$ cat src/rtl/flash_arbiter.sv
// Two-master round-robin arbiter in front of the SPI flash controller bus port.
// Slave retries are re-issued after a fixed idle gap, up to a bounded count.
module flash_arbiter #(
    parameter int RETRY_GAP = 64,
    parameter int MAX_RETRY = 15
) (
    input  logic        clk_i,
    input  logic        rst_ni,
    input  logic [23:0] m0_adr_i,
    input  logic [31:0] m0_dat_i,
    input  logic        m0_we_i,
    input  logic        m0_stb_i,
    output logic [31:0] m0_dat_o,
    output logic        m0_ack_o,
    output logic        m0_rty_o,
    input  logic [23:0] m1_adr_i,
    input  logic [31:0] m1_dat_i,
    input  logic        m1_we_i,
    input  logic        m1_stb_i,
    output logic [31:0] m1_dat_o,
    output logic        m1_ack_o,
    output logic        m1_rty_o,
    output logic [23:0] s_adr_o,
    output logic [31:0] s_dat_o,
    output logic        s_we_o,
    output logic        s_stb_o,
    input  logic [31:0] s_dat_i,
    input  logic        s_ack_i,
    input  logic        s_rty_i
);
    typedef enum logic [2:0] {IDLE, BUSY, WAIT, DONE_ACK, DONE_RTY} state_t;

    localparam logic [15:0] GAP_LOAD    = 16'(RETRY_GAP);
    localparam logic [7:0]  RETRY_LIMIT = 8'(MAX_RETRY);

    state_t      state;
    state_t      state_next;
    logic        grant;
    logic        last_grant;
    logic [7:0]  retry_cnt;
    logic [15:0] gap;
    logic        grant_stb;
    logic        any_stb;
    logic        winner;

    always_comb begin
        // NOTE: every variable gets a default before the case so no latch is inferred.
        state_next = state;
        any_stb    = m0_stb_i || m1_stb_i;
        grant_stb  = grant ? m1_stb_i : m0_stb_i;
        // A tie goes to the master that did not win last time.
        winner     = (m0_stb_i && m1_stb_i) ? ~last_grant : m1_stb_i;

        case (state)
            IDLE: begin
                if (any_stb) state_next = BUSY;
            end
            BUSY: begin
                if (!grant_stb)   state_next = IDLE;
                else if (s_ack_i) state_next = DONE_ACK;
                else if (s_rty_i) state_next = (retry_cnt >= RETRY_LIMIT) ? DONE_RTY : WAIT;
            end
            WAIT: begin
                if (!grant_stb)        state_next = IDLE;
                else if (gap <= 16'd1) state_next = BUSY;
            end
            DONE_ACK, DONE_RTY: state_next = IDLE;
            default:            state_next = IDLE;
        endcase
    end

    // NOTE: sequential state uses non-blocking assignments only.
    always_ff @(posedge clk_i or negedge rst_ni) begin
        if (!rst_ni) state <= IDLE;
        else         state <= state_next;
    end

    always_ff @(posedge clk_i or negedge rst_ni) begin
        if (!rst_ni) begin
            grant      <= 1'b0;
            last_grant <= 1'b1;
            retry_cnt  <= 8'd0;
            gap        <= 16'd0;
            s_adr_o    <= 24'd0;
            s_dat_o    <= 32'd0;
            s_we_o     <= 1'b0;
            m0_dat_o   <= 32'd0;
            m1_dat_o   <= 32'd0;
        end else begin
            case (state)
                IDLE: begin
                    if (any_stb) begin
                        grant      <= winner;
                        last_grant <= winner;
                        retry_cnt  <= 8'd0;
                        s_adr_o    <= winner ? m1_adr_i : m0_adr_i;
                        s_dat_o    <= winner ? m1_dat_i : m0_dat_i;
                        s_we_o     <= winner ? m1_we_i  : m0_we_i;
                    end
                end
                BUSY: begin
                    if (grant_stb) begin
                        if (s_ack_i) begin
                            if (grant) m1_dat_o <= s_dat_i;
                            else       m0_dat_o <= s_dat_i;
                        end else if (s_rty_i && retry_cnt < RETRY_LIMIT) begin
                            retry_cnt <= retry_cnt + 8'd1;
                            gap       <= GAP_LOAD;
                        end
                    end
                end
                WAIT: begin
                    if (gap != 16'd0) gap <= gap - 16'd1;
                end
                default: ;
            endcase
        end
    end

    // Outputs decode registered state only, so reset clears them immediately.
    assign s_stb_o  = (state == BUSY);
    assign m0_ack_o = (state == DONE_ACK) && !grant;
    assign m1_ack_o = (state == DONE_ACK) &&  grant;
    assign m0_rty_o = (state == DONE_RTY) && !grant;
    assign m1_rty_o = (state == DONE_RTY) &&  grant;

endmodule

$ cat config.mk
export PLATFORM = sky130hd
export DESIGN_NAME = flash_arbiter
export DESIGN_NICKNAME = d
export VERILOG_FILES = /design/src/rtl/flash_arbiter.sv
export SDC_FILE = /design/constraint.sdc
export NUM_CORES = 1
export LEC_CHECK = 0
export BUFFER_PORTS_ARGS = -buffer_cell sky130_fd_sc_hd__buf_4
export CAP_MARGIN = 10
export CORE_ASPECT_RATIO = 1.2
export CORE_UTILIZATION = 48
export DETAILED_ROUTE_END_ITERATION = 8
export GPL_TIMING_DRIVEN = 0
export HOLD_SLACK_MARGIN = 0.1
export PLACE_DENSITY = 0.8
export SLEW_MARGIN = 20
export SYNTH_ARGS = -nofsm -noshare
export SYNTH_HDL_FRONTEND = slang
export SYNTH_SLANG_ARGS = --single-unit
$ cat constraint.sdc
create_clock -name clk_i -period 2.6 [get_ports clk_i]
set_input_delay 0.26 -clock clk_i [delete_from_list [all_inputs] [get_ports clk_i]]
set_output_delay 0.26 -clock clk_i [all_outputs]
set_load 0.02 [all_outputs]
==> impl_metrics.env <==
export IMPL_die_h_um=129
export IMPL_wl_met3_um=1300
export IMPL_maxSlewHeadroom_pct=45.1
export IMPL_power_share_combinational_pct=45.3
export IMPL_clk_pin_slew_ns=0.07
export IMPL_htree_levels=4
export IMPL_first_iter_violations=249
export IMPL_fin_nets=1024
export IMPL_gp_congestion=0.826
export IMPL_synth_nets=695
export IMPL_slew_violations=0
export IMPL_numCtsBuffers=17
export IMPL_synth_top_cell_by_area="dfrtp_1"
export IMPL_r2r_end="s_dat_o[4]"
export IMPL_netlist_top_cells_count="dfrtp_1, nand2_1, o21ai_0, mux2i_1, mux2_1"
export IMPL_yosys_most_used_dff="dfrtp_1"
export IMPL_wl_met2_um=9730
export IMPL_endpoint="s_dat_o[4]"
export IMPL_utilization_pct=73.4
export IMPL_synth_area_top_cells="dfrtp_1, mux2i_1, mux2_1, mux2_2, o21ai_0"
export IMPL_required_ns=2.88
export IMPL_p_int_mw=6.96
export IMPL_ios=278
export IMPL_start_util_pct=49.1
export IMPL_avgViaCountPerCell=5.28
export IMPL_post_drt_wl_per_cell_um=17.6
export IMPL_cts_tree="built"
export IMPL_maxCapViolCount=0
export IMPL_worst_pin_slew_ns=0.823
export IMPL_syn2layout_area_growth_pct=49.3
export IMPL_crit_type="reg -> reg"
export IMPL_synth_avg_cell_area_um2=12.0
export IMPL_synth_warnings=0
export IMPL_hpwl_um=13800
export IMPL_vias=5538
export IMPL_async_flop_share_pct=100
export IMPL_clkPwrFrac_pct=19.2
export IMPL_cts_root_buffer="clkbuf_16"
export IMPL_startpoint="state[1]"
export IMPL_numClockSinks=150
export IMPL_fp_dieW_um=108
export IMPL_leakagePower_nw=4.69
export IMPL_min_from="m0_adr_i[2]"
export IMPL_drc=0
export IMPL_r2r_start="state[1]"
export IMPL_top_layer="met4"
export IMPL_grt_antenna_before_repair=0
export IMPL_syn_area_um2=6480
export IMPL_whs_ns=0.127
export IMPL_hold_class="in -> reg"
export IMPL_grt_ovfl_total=0
export IMPL_dr_pass1_iters=4
export IMPL_p_seq_share_pct=35.5
export IMPL_fp_row_count=46
export IMPL_grt_pass1_wl_um=28400
export IMPL_clk_latency_ns=0.41
export IMPL_ant_nets=0
export IMPL_synth_top_area_share_pct=57.6
export IMPL_n_antenna_cell=0
export IMPL_grt_pass1_vias=5806
export IMPL_synth_edf_count=0
export IMPL_ir_drop_uv=644
export IMPL_fin_worst_skew_ns=0.0106
export IMPL_ys_seq_area_share_pct=58.0
export IMPL_wl_met1_um=6590
export IMPL_rsz0062_at_grt="false"
export IMPL_placedCellCount=984
export IMPL_setup_viol=0
export IMPL_grt_use_total_pct=26.9
export IMPL_final_hold_viol_count=0
export IMPL_power_per_cell_area_nw_per_um2=1210
export IMPL_rrSetupSlack_ns=0.31
export IMPL_die_area_um2=14000
export IMPL_endpoint_kind="flip-flop"
export IMPL_period_needed_ns=2.29
export IMPL_wl_um=18500
export IMPL_drive_gt1_share_pct=40.6
export IMPL_netlist_cell_type_count=47
export IMPL_p_sw_share_pct=40.6
export IMPL_yosys_register_bits=150
export IMPL_io_buffer_count=276
export IMPL_p_switching_mw=4.76
export IMPL_fin_setup_tns_ns=0
export IMPL_fin_crit_sh_pct=88.0
export IMPL_layout_cells_non_filler=1049
export IMPL_synth_cells=539
export IMPL_grt_start_max_net_pins=79
export IMPL_core_area_um2=13200
export IMPL_outcome="completed"
export IMPL_crit_fanout=10
export IMPL_reg2reg_depth=6
export IMPL_cp_start_kind="flip-flop"
export IMPL_worstPathArrival_ns=2.56
export IMPL_cts_buffer_depth=2
export IMPL_fmax_ghz=0.437
export IMPL_synth_most_common_cell="dfrtp_1"
==> flip-flops by register name, indices dropped and copies added, names as in the netlist <==
register	flops
gap	16
grant	1
last_grant	1
m0_dat_o	32
m1_dat_o	32
retry_cnt	8
s_adr_o	24
s_dat_o	32
s_we_o	1
state	3
==> worst max-delay path, stage by stage (launching register included) <==
cell      delay, ns
dfrtp_1        0.44
nor3_1         0.55
o21ai_1        0.30
clkbuf_1       0.31
clkbuf_1       0.30
nand2_1        0.15
o21ai_0        0.10
==> cells in the final DEF (no fill, tap or decap), types with 3 or more instances in the layout <==
master / n
and3_1: 3
or4_1: 3
nor2b_1: 3
buf_2: 10
buf_4: 276
mux2_2: 32
or3_1: 4
nor4b_1: 3
a21oi_1: 11
buf_1: 4
nor2_1: 15
nand3_1: 12
clkinvlp_4: 5
o21ai_1: 3
o21ai_0: 64
ha_1: 4
nand2_1: 65
clkinv_4: 3
nor3_1: 3
mux2i_1: 57
xnor2_1: 8
clkbuf_1: 17
inv_6: 4
mux2_1: 33
dfrtp_1: 149
dlygate4sd3_1: 33
and2_1: 4
clkbuf_16: 17
inv_1: 3
==> stage by stage <==
| stage | area, um2 | power, mW | setup WS (ns) |
|---|---|---|---|
| after floorplan | 6480 | 6.94 | 0.552 |
| after global placement | 8760 | 9.18 | 0.398 |
| after detailed placement | 8790 | 9.44 | 0.301 |
| after CTS | 9670 | 11.8 | 0.275 |
| after global routing | 9670 | 12.4 | 0.106 |
| final | 9670 | 11.7 | 0.312 |
==> logic make-up after synthesis <==
family | after synthesis | share of synthesized area (%)
and+or+nand+nor | 128 | 9.83
adders and majority gates | 4 | 0.773
buffers and inverters | 35 | 2.28
AOI/OAI and AO/OA | 90 | 7.67
DFF | 150 | 58.0
xor gates and xnor gates | 10 | 1.35
muxes | 122 | 20.1
==> metal layers <==
| layer | vias to the layer above | GRT usage [%] |
|---|---|---|
| li1 | 2565 | - |
| met1 | 2659 | 28.9 |
| met2 | 255 | 47.5 |
| met3 | 59 | 8.50 |
| met4 | 0 | 13.6 |
| met5 | - | 0 |
==> power groups by stage <==
stage | clock (mW) | sequential [mW] | combinational (mW)
floorplan | 0 | 5.19 | 1.75
global placement | 0 | 4.09 | 5.09
detailed placement | 0 | 4.17 | 5.27
CTS | 2.28 | 4.15 | 5.34
global route | 2.38 | 4.29 | 5.69
finish | 2.25 | 4.16 | 5.31
==> how the worst min path moves through the flow <==
stage	to	slack, ns	cells past startpoint
floorplan	gap[0]	-0.04	0
global placement	retry_cnt[5]	0.46	1
detailed placement	s_adr_o[21]	0.28	1
CTS	s_adr_o[2]	0.12	3
global route	s_adr_o[2]	0.13	3
finish	s_adr_o[2]	0.13	3
==> area by class of cell <==
class,count,area (um2)
flip-flops and latches,150,3750
fillers,897,3510
multi-input cells,354,2570
repair buffers,310,2440
clock buffers,17,425
well taps,168,210
plain buffers,32,136
clock inverters,15,120
inverters,3,11.3
==> what timing repair did <==
item,CTS,global route
endpoints found under the setup margin,0,0
hold buffers,33,0
setup buffers,0,0
gates resized for setup,0,0
endpoints found under the hold margin,141,0
Power figures use the tool's default switching activity.
